==> src/rtl/trafik_kavsak_ctrl.sv <==
// Multi-approach intersection controller: round-robin green/blue/all-red phases,
// a latched pedestrian walk phase and a blue night-flash mode.
module trafik_kavsak_ctrl #(
  parameter int NUM_DIR    = 2,
  parameter int GREEN_TIME = 5_000_000,
  parameter int BLUE_TIME  = 2_000_000,
  parameter int CLEAR_TIME = 1_000_000,
  parameter int PED_TIME   = 4_000_000,
  parameter int BLINK_TIME = 1_000_000,
  parameter int CNT_W      = 26
) (
  input  logic                       clk,
  input  logic                       rst_n,
  input  logic                       en,
  input  logic                       night,
  input  logic                       ped_req,
  output logic [3*NUM_DIR-1:0]       led,
  output logic                       ped_walk,
  output logic [$clog2(NUM_DIR)-1:0] active_dir
);

  localparam int DIR_W = $clog2(NUM_DIR);

  localparam logic [CNT_W-1:0] GREEN_LAST = CNT_W'(GREEN_TIME - 1);
  localparam logic [CNT_W-1:0] BLUE_LAST  = CNT_W'(BLUE_TIME - 1);
  localparam logic [CNT_W-1:0] CLEAR_LAST = CNT_W'(CLEAR_TIME - 1);
  localparam logic [CNT_W-1:0] PED_LAST   = CNT_W'(PED_TIME - 1);
  localparam logic [CNT_W-1:0] BLINK_LAST = CNT_W'(BLINK_TIME - 1);
  localparam logic [DIR_W-1:0] DIR_LAST   = DIR_W'(NUM_DIR - 1);

  typedef enum logic [2:0] {
    S_IDLE, S_GREEN, S_BLUE, S_CLEAR, S_PED, S_NIGHT
  } state_t;

  state_t               state_q, state_d;
  logic [CNT_W-1:0]     cnt_q, cnt_d;
  logic [DIR_W-1:0]     dir_q, dir_d;
  logic                 pend_q, pend_d;
  logic                 blink_q, blink_d;
  logic [3*NUM_DIR-1:0] led_q, led_d;
  logic                 walk_q, walk_d;
  logic [DIR_W-1:0]     dir_next;

  assign dir_next = (dir_q == DIR_LAST) ? '0 : dir_q + 1'b1;

  always_comb begin
    state_d = state_q;
    cnt_d   = cnt_q + 1'b1;
    dir_d   = dir_q;
    pend_d  = pend_q;
    blink_d = blink_q;
    if (!en) begin
      state_d = S_IDLE;
      cnt_d   = '0;
      dir_d   = '0;
      pend_d  = 1'b0;
      blink_d = 1'b0;
    end else begin
      case (state_q)
        S_IDLE: begin
          cnt_d = '0;
          if (night) begin
            state_d = S_NIGHT;
            blink_d = 1'b1;
          end else begin
            state_d = S_GREEN;
            dir_d   = '0;
          end
        end
        S_GREEN: begin
          if (ped_req) pend_d = 1'b1;
          if (cnt_q == GREEN_LAST) begin
            state_d = S_BLUE;
            cnt_d   = '0;
          end
        end
        S_BLUE: begin
          if (ped_req) pend_d = 1'b1;
          if (cnt_q == BLUE_LAST) begin
            state_d = S_CLEAR;
            cnt_d   = '0;
          end
        end
        S_CLEAR: begin
          if (ped_req) pend_d = 1'b1;
          if (cnt_q == CLEAR_LAST) begin
            cnt_d = '0;
            // Exit priority: night, then a latched walk request, then the next approach.
            if (night) begin
              state_d = S_NIGHT;
              blink_d = 1'b1;
            end else if (pend_q) begin
              state_d = S_PED;
              pend_d  = 1'b0;
            end else begin
              state_d = S_GREEN;
              dir_d   = dir_next;
            end
          end
        end
        S_PED: begin
          if (cnt_q == PED_LAST) begin
            state_d = S_GREEN;
            cnt_d   = '0;
            dir_d   = dir_next;
          end
        end
        S_NIGHT: begin
          if (ped_req) pend_d = 1'b1;
          if (!night) begin
            // Parking dir on the last approach makes the following green start at approach 0.
            state_d = S_CLEAR;
            cnt_d   = '0;
            dir_d   = DIR_LAST;
          end else if (cnt_q == BLINK_LAST) begin
            cnt_d   = '0;
            blink_d = ~blink_q;
          end
        end
        default: begin
          state_d = S_IDLE;
          cnt_d   = '0;
        end
      endcase
    end
  end

  // Outputs are decoded from the next state so they change on the same edge as the state.
  always_comb begin
    led_d = '0;
    for (int g = 0; g < NUM_DIR; g++) begin
      led_d[3*g +: 3] = 3'b100;
      if (state_d == S_NIGHT)
        led_d[3*g +: 3] = blink_d ? 3'b010 : 3'b000;
      else if (state_d == S_GREEN && dir_d == DIR_W'(g))
        led_d[3*g +: 3] = 3'b001;
      else if (state_d == S_BLUE && dir_d == DIR_W'(g))
        led_d[3*g +: 3] = 3'b010;
    end
    walk_d = (state_d == S_PED);
  end

  always_ff @(posedge clk or negedge rst_n) begin
    if (!rst_n) begin
      state_q <= S_IDLE;
      cnt_q   <= '0;
      dir_q   <= '0;
      pend_q  <= 1'b0;
      blink_q <= 1'b0;
      led_q   <= {NUM_DIR{3'b100}};
      walk_q  <= 1'b0;
    end else begin
      state_q <= state_d;
      cnt_q   <= cnt_d;
      dir_q   <= dir_d;
      pend_q  <= pend_d;
      blink_q <= blink_d;
      led_q   <= led_d;
      walk_q  <= walk_d;
    end
  end

  assign led        = led_q;
  assign ped_walk   = walk_q;
  assign active_dir = dir_q;

endmodule
==> config.mk <==
export PLATFORM = sky130hd
export DESIGN_NAME = trafik_kavsak_ctrl
export DESIGN_NICKNAME = d
export VERILOG_FILES = /design/src/rtl/trafik_kavsak_ctrl.sv
export SDC_FILE = /design/constraint.sdc
export NUM_CORES = 1
export LEC_CHECK = 0
export ABC_AREA = 1
export CORE_MARGIN = 3
export CORE_UTILIZATION = 55
export CTS_BUF_LIST = sky130_fd_sc_hd__clkbuf_8
export CTS_CLUSTER_SIZE = 20
export DETAILED_ROUTE_END_ITERATION = 10
export GPL_TIMING_DRIVEN = 0
export MAX_ROUTING_LAYER = met4
export PLACE_DENSITY = 0.74
export SKIP_CTS_REPAIR_TIMING = 1
export SYNTH_ARGS = -nofsm -noshare
export SYNTH_HDL_FRONTEND = slang
export SYNTH_SLANG_ARGS = --single-unit
==> constraint.sdc <==
create_clock -name clk -period 4.2 [get_ports clk]
set_input_delay 0.84 -clock clk [delete_from_list [all_inputs] [get_ports clk]]
set_output_delay 0.84 -clock clk [all_outputs]
set_load 0.02 [all_outputs]
==> metrics <==
status=completed; hold crit path type=flip-flop to flip-flop; commonest non-fill, non-tap cell in the layout=nand2_1; Die Wd=73.84 µm; Max transition margin=between 40% and 50%; drt initial violations=roughly 160; Clock Pin Slew Worst Setup and Hold Paths=0.08 ns; Initial Utilization=57.34%; switch share=32.39%; setup violators final=0; sequential element share of the synthesized area=38.66%; antenna diode count=0; Worst Path Arrival=2.53 ns; CP max stage delay=0.63 ns; vias post-DR=2,251; Final Net Count=roughly 380; Final Hold Fails=0; clock power share=between 20% and 30%; initial antenna violation count=0; H-tree levels=2; die area=0.005452 mm²; Final period util=55.45%; Synthesized Nets=approximately 360; share of layout cells above drive strength 1=15.01%; Buffers on Ports=12; row count=24; first-pass GRT wire length=9.446 mm; pwr/cell area=313.4 mW/mm²; worst path cell trace=clkdlybuf4s50_1, inv_1, nor2_1, nand2_1, o21bai_2, buf_4, nor3_1; Setup CP Type=input pin to flip-flop; Total Routing Usage GR=between 20 and 25%; Worst Skew=0.01175 ns; CP required=4.40 ns; Crit-path slowest cell=clkdlybuf4s50_1; crit path max fanout=10; Switch Pwr=about 280 µW; final slew viol count=0; Routed WL per cell=12.58 µm; Max Root-Sink Buffers=2; TritonCTS clock tree=built; Root Driver=clkbuf_8; Combinational Power Share=24.1%; DP Cell Count=417; Yosys warnings=0; synthesized cell area=0.002531 mm²; Top delay family on crit path=buffers and inverters; startpoint class of the critical path=input pin; crit path time final=2.329 ns; DRC=0; CTS Buf Count=5; largest net degree at the start of global routing=40; worst reg2reg setup slack=2.13 ns; RSZ-0062 raised after global routing=no; Area growth syn-to-layout=10.43%; Post-Synth Simple-Gate Area=approximately two fifths; max_cap viols=0; area of the core=0.004414 mm²; largest family of logic cells by synthesized area=simple AND/OR/NAND/NOR gates; worst path buffer plus inverter count=3; clk_lat worst skew=about 0.3 ns; Non-Filler Instances=~430; Post-Synthesis Cells=353; most frequent cells in the layout=71 x nand2_1, 59 x nor2_1, 50 x inv_1, 37 x dfrtp_1, 18 x nor3_1; CTS sink cnt=39; Leak=0.001252 µW; worst hold margin=0.4923 ns; vias per inst=5.296; Reg power frac=47.7%; Slew @ Worst Pin=about 0.84 ns; vias in the first global route=between 2,000 and 2,500; synth unique cells=33; xor/xnor share of the synthesized area=5.190%; hpwl dp=4.127 mm; placer congestion estimate=roughly 0.93; io pins=13; Fin Setup TNS=0 ns; post-route design area=0.002795 mm²; flops & latches, synth=39; Setup crit end kind=flip-flop; peak supply drop=just under 0.2 mV; maximum clock rate=between 0.4 and 0.5 GHz; Routed Antenna Nets=0; Die H=73.84 µm; Avg Inst Size Synth=7.170 µm²; post-synthesis adder-cell area fraction=0.4943%; WL final=5.345 mm; proportion of synthesized area in mux cells=0%; Pre-antenna DRT Iters=5; compound-gate portion of the synthesized area=around 6.2%; DP Area=roughly 0.0027 mm²; global route overflow=0; Cell Int Power=592.3 µW
==> cells in the mapped netlist (all sizes together) <==
cell / count / share of area [%]
nand2: 81 / 13
nor2: 76 / 14
inv: 55 / 8.2
dfrtp: 37 / 37
nor3: 20 / 4.4
nand3: 18 / 4.4
a21oi: 13 / 2.7
xor2: 13 / 4.5
nand4: 9 / 2.2
o21ai: 9 / 2.4
nor4: 5 / 1.2
nor3b: 3 / 0.89
buf: 2 / 0.59
dfstp: 2 / 2.1
xnor2: 2 / 0.69
a22o: 1 / 0.35
and2: 1 / 0.25
clkinv: 1 / 0.15
ha: 1 / 0.49
nand3b: 1 / 0.30
o21a: 1 / 0.30
o21bai: 1 / 0.44
or2: 1 / 0.25
==> per-layer routing <==
layer	track usage, %	share of wire, %
met5	-	0
met2	32.78	44
met4	6.640	1.3
met3	3.694	5.0
met1	33.42	50
==> kinds of logic (layout without fill, tap and decap cells) <==
logic type	after synthesis	after routing
AO/OA/AOI/OAI	25	25
XOR/XNOR	15	15
adder cells (fa/ha/maj)	1	1
flip-flops	39	39
AND/OR/NAND/NOR	215	215
buffers and inverters	58	78
==> sequential cells by signal, summed over array words and instances (netlist names) <==
name,count
cnt_q,26
led,6
state_q,3
active_dir,1
blink_q,1
ped_walk,1
pend_q,1
==> power groups by stage <==
stage | clock (µW) | combinational, µW | sequential (µW)
2_1_floorplan | 0 | 128 | 441
3_3_place_gp | 0 | 209 | 425
3_5_place_dp | 0 | 210 | 425
4_1_cts | 252 | 211 | 418
5_1_grt | 266 | 236 | 421
6_report | 247 | 211 | 418
==> cell type report <==
class / instances / area (µm²)
Sequential cell: 39 / 978.4
Timing Repair Buffer: 12 / 115.1
Multi-Input combinational cell: 256 / 1328
Buffer: 2 / 15.01
Tap cell: 52 / 65.06
Fill cell: 404 / 1619
Clock buffer: 5 / 68.82
Inverter: 56 / 210.2
Clock inverter: 3 / 15.01
==> through the flow <==
step	util, %	setup slack, ns	total power, µW
final	63.32	1.871	876.0
after global routing	63.32	1.789	922.9
after CTS	63.32	1.911	880.5
after detailed placement	61.42	1.613	635.5
after global placement	61.54	1.428	633.6
after floorplan	-	2.448	568.7
==> worst reg2reg max path, stage by stage (launching register included) <==
cell and delay, ns:
dfrtp_1 0.39, ha_1 0.19, nand2_2 0.09, nor2_4 0.12
nand2_1 0.11, nor2_2 0.14, nand2_1 0.12, a22o_1 0.26
o21bai_2 0.23, buf_4 0.24, nor3_1 0.06
==> worst paths after layout <==
| check | startpoint | endpoint | depth (start not counted) |
|---|---|---|---|
| max | en | cnt_q[5] | 7 |
| min | cnt_q[0] | cnt_q[0] | 1 |
| max reg2reg | cnt_q[0] | cnt_q[5] | 10 |
| min reg2reg | cnt_q[0] | cnt_q[0] | 1 |
| max in group asynchronous | rst_n | cnt_q[2] | 1 |
| min in group asynchronous | rst_n | active_dir | 1 |
Power figures use the tool's default switching activity.
